===== config.mk =====
export PLATFORM = sky130hd
export DESIGN_NAME = image_loader
export DESIGN_NICKNAME = d
export VERILOG_FILES = /design/src/rtl/image_loader.sv
export SDC_FILE = /design/constraint.sdc
export NUM_CORES = 1
export LEC_CHECK = 0
export ABC_AREA = 1
export CAP_MARGIN = 25
export CORE_UTILIZATION = 48
export DETAILED_ROUTE_END_ITERATION = 10
export GPL_ROUTABILITY_DRIVEN = 0
export HOLD_SLACK_MARGIN = 0.1
export MAX_ROUTING_LAYER = met4
export PLACE_DENSITY = 0.9
export SLEW_MARGIN = 20
export SYNTH_ARGS = -nofsm -noshare
export SYNTH_HDL_FRONTEND = slang
export SYNTH_SLANG_ARGS = --single-unit

===== constraint.sdc =====
create_clock -name clk -period 1.7 [get_ports clk]
set_clock_uncertainty 0.15 [all_clocks]
set_input_delay 0.34 -clock clk [delete_from_list [all_inputs] [get_ports clk]]
set_output_delay 0.34 -clock clk [all_outputs]
set_load 0.02 [all_outputs]

===== src/rtl/image_loader.sv =====
`timescale 1ns/1ps
// image_loader: receives 8-bit grayscale pixels over a valid/ready byte stream,
// converts each one to signed Q2.13 and writes it into the classifier's
// input-layer BRAM. After the last pixel of an image it pulses start_conversion
// once, then refuses pixels until the classifier reports end_of_conversion.
//
// Optional build macro: IMAGE_LOADER_BINARIZE_EN
//   defined   -> pixels >= THRESHOLD become 1.0 (16'h2000), others 0.0
//   undefined -> linear scaling, data = rx_data / 256 in Q2.13
//
// Ports:
//   clk                 system clock, rising edge
//   reset               asynchronous, active-high reset
//   rx_data[7:0]        pixel value, unsigned
//   rx_valid            rx_data valid
//   rx_ready            loader accepts a pixel (transfer = rx_valid && rx_ready)
//   bram_write_enable   BRAM write strobe
//   bram_write_address  BRAM write address
//   bram_write_data     Q2.13 pixel value
//   start_conversion    one-cycle pulse to the classifier
//   end_of_conversion   classifier done (pulse or level)
//   busy                high whenever the loader is not in IDLE
module image_loader #(
    parameter int unsigned NUM_PIXELS = 784,
    parameter int unsigned ADDR_W     = 10,
    parameter int unsigned BASE_ADDR  = 0
`ifdef IMAGE_LOADER_BINARIZE_EN
    ,
    parameter int unsigned THRESHOLD  = 128
`endif
) (
    input  logic              clk,
    input  logic              reset,
    input  logic [7:0]        rx_data,
    input  logic              rx_valid,
    output logic              rx_ready,
    output logic              bram_write_enable,
    output logic [ADDR_W-1:0] bram_write_address,
    output logic [15:0]       bram_write_data,
    output logic              start_conversion,
    input  logic              end_of_conversion,
    output logic              busy
);

    localparam logic [ADDR_W-1:0] BASE_A   = ADDR_W'(BASE_ADDR);
    localparam logic [ADDR_W-1:0] LAST_IDX = ADDR_W'(NUM_PIXELS - 1);

    typedef enum logic [1:0] {
        S_IDLE  = 2'd0,
        S_LOAD  = 2'd1,
        S_START = 2'd2,
        S_WAIT  = 2'd3
    } state_e;

    state_e              state_q, state_d;
    logic [ADDR_W-1:0]   cnt_q, cnt_d;
    logic                rx_ready_q, rx_ready_d;
    logic                we_q, we_d;
    logic [ADDR_W-1:0]   addr_q, addr_d;
    logic [15:0]         data_q, data_d;
    logic                start_q, start_d;
    logic                busy_q, busy_d;
    logic [15:0]         pix_conv;

    // Pixel to Q2.13 conversion
    always_comb begin
`ifdef IMAGE_LOADER_BINARIZE_EN
        pix_conv = (32'(rx_data) >= THRESHOLD) ? 16'h2000 : 16'h0000;
`else
        pix_conv = {3'b000, rx_data, 5'b00000};
`endif
    end

    // Next-state and next-output logic
    always_comb begin
        state_d    = state_q;
        cnt_d      = cnt_q;
        rx_ready_d = rx_ready_q;
        we_d       = 1'b0;
        addr_d     = addr_q;
        data_d     = data_q;
        start_d    = 1'b0;

        case (state_q)
            S_IDLE: begin
                state_d    = S_LOAD;
                rx_ready_d = 1'b1;
            end
            S_LOAD: begin
                rx_ready_d = 1'b1;
                if (rx_valid && rx_ready_q) begin
                    we_d   = 1'b1;
                    addr_d = BASE_A + cnt_q;
                    data_d = pix_conv;
                    // Last pixel: stop accepting in the same cycle the final write appears
                    if (cnt_q == LAST_IDX) begin
                        cnt_d      = '0;
                        rx_ready_d = 1'b0;
                        state_d    = S_START;
                    end else begin
                        cnt_d = cnt_q + ADDR_W'(1);
                    end
                end
            end
            S_START: begin
                start_d    = 1'b1;
                cnt_d      = '0;
                addr_d     = BASE_A;
                rx_ready_d = 1'b0;
                state_d    = S_WAIT;
            end
            S_WAIT: begin
                rx_ready_d = 1'b0;
                // Only this state samples end_of_conversion, so a held level cannot retrigger
                if (end_of_conversion) begin
                    state_d    = S_LOAD;
                    rx_ready_d = 1'b1;
                end
            end
            default: begin
                state_d    = S_IDLE;
                rx_ready_d = 1'b0;
            end
        endcase

        busy_d = (state_d != S_IDLE);
    end

    // State and output registers
    always_ff @(posedge clk or posedge reset) begin
        if (reset) begin
            state_q    <= S_IDLE;
            cnt_q      <= '0;
            rx_ready_q <= 1'b0;
            we_q       <= 1'b0;
            addr_q     <= BASE_A;
            data_q     <= 16'h0000;
            start_q    <= 1'b0;
            busy_q     <= 1'b0;
        end else begin
            state_q    <= state_d;
            cnt_q      <= cnt_d;
            rx_ready_q <= rx_ready_d;
            we_q       <= we_d;
            addr_q     <= addr_d;
            data_q     <= data_d;
            start_q    <= start_d;
            busy_q     <= busy_d;
        end
    end

    assign rx_ready           = rx_ready_q;
    assign bram_write_enable  = we_q;
    assign bram_write_address = addr_q;
    assign bram_write_data    = data_q;
    assign start_conversion   = start_q;
    assign busy               = busy_q;

endmodule

Word level (Yosys, flattened, before mapping)
Cells that the tools add are included.
{"block": "word_totals", "regBits": 34, "inputBits": 12, "out_inout_bits": 30, "word_cells": 36}
{"block": "op_classes", "addsub": 1, "eq_ne": 5, "n_mux": 16, "reduce_logical": 6}
{"op": "$pmux W10 S2", "count": 2}
{"op": "$mux W10", "count": 3}
{"op": "$add A10 B1 Y10 const B", "count": 1}
{"op": "$eq A10 B10 Y1 const B", "count": 1}
{"op": "$pmux W2 S4", "count": 1}
{"op": "$mux W1", "count": 6}
{"op": "$mux W2", "count": 3}
{"op": "$eq A2 B2 Y1 const B", "count": 2}
{"op": "$pmux W1 S4", "count": 1}
{"op": "$reduce_and A2 Y1", "count": 2}
{"op": "$reduce_bool A2 Y1", "count": 2}
{"op": "$eq A2 B1 Y1 const B", "count": 1}
{"op": "$logic_not A2 Y1", "count": 1}
{"op": "$ne A2 B2 Y1 const B", "count": 1}
{"op": "$logic_and A1 B1 Y1", "count": 1}

Logic depth before layout (Yosys ltp)
{"block": "depth", "depth_word": 5, "mapped_depth": 9, "mapped_depth_nobuf": 8}

Worst setup path before layout
Ideal clock, no wire load.
{"block": "synth_path", "path_type": "register -> register", "from": "register rx_ready_q (netlist: rx_ready)", "to": "register cnt_q[4]", "setup_time_ns": 0.119, "arrival_time_ns": 1.078, "t_required_ns": 1.431, "path_slack_ns": 0.354, "path_stages_with_launch": 9, "path_buffers": 1, "cell_sequence": "dfrtp_1 > nand2_1 > inv_1 > nand2_2 > nand2_2 > buf_6 > nand2_2 > xor2_1 > nor2_2"}
{"block": "synth_between", "elab_chain_len": 3}
{"element": "start, declared", "line_no": "57", "rtl": "logic rx_ready_q, rx_ready_d;"}
{"element": "start signal, assigned", "line_no": "143", "rtl": "rx_ready_q <= rx_ready_d;"}
{"element": "$logic_and A1 B1 Y1", "line_no": "91", "rtl": "if (rx_valid && rx_ready_q) begin"}
{"element": "$ne A2 B2 Y1 (no line)"}
{"element": "$reduce_and A2 Y1 (no line)"}
{"element": "end signal, assigned", "line_no": "142", "rtl": "cnt_q <= cnt_d;"}
{"element": "end, declared", "line_no": "56", "rtl": "logic [ADDR_W-1:0] cnt_q, cnt_d;"}
Every way passes these cells.
A chain may end at the register's enable or synchronous reset.

Worst setup path after layout
{"block": "layout_path", "from": "register addr_q[3] (netlist: bram_write_address[3])", "to": "output port bram_write_address[3]"}
{"element": "start, declared", "line_no": "59", "rtl": "logic [ADDR_W-1:0] addr_q, addr_d;"}
{"element": "start signal, assigned", "line_no": "145", "rtl": "addr_q <= addr_d;"}
{"element": "end, declared", "line_no": "38", "rtl": "output logic [ADDR_W-1:0] bram_write_address,"}
No word-level cell between the ends.

==> results.md <==
| Metric | Value | Unit |
|:---|:---|:---|
| Pre-Repair DR Iteration Count | 5 | - |
| Final hold viol count | 0 | - |
| First DRT Iteration DRCs | 52 | - |
| Effective utilization at floorplan | 51.3 | % |
| Unique cell type count in the Yosys netlist | 22 | - |
| Fraction of the cycle the final worst path needs | 91.9 | % |
| Portion of the post-synthesis area used by sequential elements | 53.5 | % |
| Mean routed wirelength per cell | 10.9 | µm |
| Clock Latency Late Sink | 0.34 | ns |
| Final-report setup violation count | 0 | - |
| Path class of the lowest-slack min-delay path | input pin to asynchronous set/reset pin | - |
| Final Net Count | 241 | - |
| Number of buffers and inverters on the critical path | 1 | - |
| Clock sink total | 34 | - |
| Peak supply drop | 0.486 | mV |
| Die Height | 59.6 | µm |
| Startpoint kind of the worst setup timing path | register | - |
| Number of buffers created by CTS | 5 | - |
| Power share of the clock group | 22.9 | % |
| Row cnt | 20 | - |
| Port Buffers | 33 | - |
| Cell type group with the largest total delay on the critical path | flip-flops | - |
| I/O pin count | 42 | - |
| P per Cell Area | 1010 | nW/µm² |
| Layout cells sized above 1 | 14.0 | % |
| Peak Freq | 640 | MHz |
| Net switching power | 702 | µW |
| Final worst path period need | 1.56 | ns |
| Max clock buf depth | 2 | - |
| Setup total negative slack | 0 | ns |
| Largest stage delay on the critical path | 0.40 | ns |
| RSZ-0062 raised after global routing | no | - |
| # H-tree levels | 2 | - |
| Synthesis-to-finish area growth | 27.2 | % |
| Power share of the combinational group | 26.2 | % |
| Die Wd | 59.6 | µm |
| Number of synthesized register bits | 34 | - |
| Slowest CP cell | dfrtp_1 | - |
| Total chip power | 2040 | µW |
| Overflow after GRT | 0 | - |
| Depth of the worst register-to-register path | 6 | - |
| Via count of the first global-routing pass | 1146 | - |
| Placed wire-length estimate after detailed placement | 2.26 | mm |
| Finished Cell Area | 2020 | µm² |
| Worst path cell trace | dlygate4sd2_1 | - |
| Final Routed Wirelength | 2.98 | mm |
| Vias post-DR | 1239 | - |
| Fraction of power spent switching nets | 34.4 | % |
| Total Die Area | 3550 | µm² |
| Total GRT Usage | 20.0 | % |
| Worst-case hold slack | 0.196 | ns |
| Cell area after placement | 1990 | µm² |
| Vias per inst | 4.54 | - |
| TritonCTS clock tree | built | - |
| First-pass GRT wire length | 4.98 | mm |
| Stages on the worst setup path | 1 | - |
| Netlist area before placement | 1590 | µm² |
| Final setup margin | 0.138 | ns |
| CP required | 1.21 | ns |
| Worst Path Max Fanout | 2 | - |
| Synthesized area per cell | 8.65 | µm² |
| Crit Path Class | register to output pin | - |
| Final-report max-slew violation count | 0 | - |
| Clock root buffer | clkbuf_4 | - |
| Sequential share of power | 50.9 | % |
| Critical path data arrival time | 1.07 | ns |
| Leakage | 0.00110 | µW |
| Reported max-cap violation count | 0 | - |
| Worst-path clk slew | 0.11 | ns |
| Worst Setup Slack post-DPL | -0.0958 | ns |
| Post-detailed-route DRC marker count | 0 | - |
| Antenna violations before repair | 0 | - |
| Total number of yosys warnings | 0 | - |
| Synthesized netlist cell count | 184 | - |
| Buffers inserted by post-CTS timing repair | 0 | - |
| Post-route ant nets | 0 | - |
| Maximum number of pins on one net before global-route repair | 35 | - |
| Crit end category | output pin | - |
| Number of diodes | 0 | - |
| Pint | 1340 | µW |
| Placeable core area | 3100 | µm² |
| Outcome | finished clean | - |
| CTS hold repair buffers | 0 | - |
==> sequential cells by signal (all words and copies together) (netlist names) <==
register,cells
bram_write_address,10
bram_write_data,8
bram_write_enable,1
busy,1
cnt_q,10
rx_ready,1
start_conversion,1
state_q,2
==> final cells by class <==
class,instances,area [µm²]
clock buffer,6,51.3
clock inverter,2,12.5
fill,276,1080
inverter,24,95.1
multi-input combinational,120,569
sequential,34,851
tap,44,55.1
timing repair buffer,43,390
==> stage by stage <==
stage	util [%]	cells
after floorplan	-	191
after global placement	64.1	265
after detailed placement	64.1	265
after CTS	65.2	273
after global routing	65.2	273
final	65.2	273
==> path summary, 6_finish.rpt <==
path / slack [ns] / endpoint / start
max: 0.14 / bram_write_address[3] / bram_write_address[3]$_DFFE_PP0P_
min: 0.20 / bram_write_address[6]$_DFFE_PP0P_ / reset
max reg2reg: 0.23 / cnt_q[6]$_DFFE_PP0P_ / cnt_q[0]$_DFFE_PP0P_
min reg2reg: 0.33 / bram_write_address[6]$_DFFE_PP0P_ / bram_write_address[6]$_DFFE_PP0P_
max in group asynchronous: 1.02 / cnt_q[3]$_DFFE_PP0P_ / reset
min in group clk: 0.33 / bram_write_address[6]$_DFFE_PP0P_ / bram_write_address[6]$_DFFE_PP0P_
==> cell families after synthesis <==
group / count (synthesis) / share of synthesized area, %
DFF: 34 / 53.5
AOI/OAI and AO/OA: 13 / 4.09
buffers and inverters: 37 / 12.4
other: 2 / 0.472
and+or+nand+nor: 94 / 27.1
adders and majority gates: 1 / 0.786
xor gates and xnor gates: 3 / 1.65
==> synthesized netlist by cell type, drive strengths merged <==
library cell  count  area (µm²)
inv              24        95.1
nand4             2        12.5
dfrtp            34         851
nand2            63         254
xor2              3        26.3
conb              2        7.51
ha                1        12.5
nand3            11        67.6
buf              13         103
nor3              2        15.0
o21ai            13        65.1
nor2             16        82.6
==> metal layers <==
| metal | share of wire [%] | vias up | routed length (µm) | GRT usage, % |
|---|---|---|---|---|
| met5 | 0 | - | 0 | - |
| met4 | 2.0 | 0 | 61 | 8.97 |
| met3 | 4.7 | 6 | 140 | 5.24 |
| met2 | 47 | 38 | 1400 | 29.9 |
| met1 | 46 | 567 | 1380 | 25.6 |
| li1 | - | 628 | - | - |
==> power by group through the flow <==
stage | combinational [µW] | sequential [µW] | clock (µW)
2_1_floorplan | 273 | 1120 | 0
3_3_place_gp | 566 | 1050 | 0
3_5_place_dp | 585 | 1050 | 0
4_1_cts | 539 | 1030 | 487
5_1_grt | 595 | 1060 | 514
6_report | 534 | 1040 | 466
==> cells in the final DEF (no fill, tap or decap), types with 5 or more instances in the layout <==
| cell | count |
|---|---|
| conb_1 | 9 |
| inv_1 | 22 |
| dlygate4sd2_1 | 22 |
| clkdlybuf4s50_1 | 11 |
| nor2_1 | 11 |
| nand3_1 | 10 |
| nand2_1 | 58 |
| o21ai_0 | 13 |
| dfrtp_1 | 34 |
| buf_4 | 9 |
| clkbuf_4 | 5 |
==> timing repair <==
action,CTS,global route
endpoints found under the hold margin,0,0
resized for setup,22,0
setup endpoints to repair,22,0
Note: power is estimated with default switching activity, not from simulation.
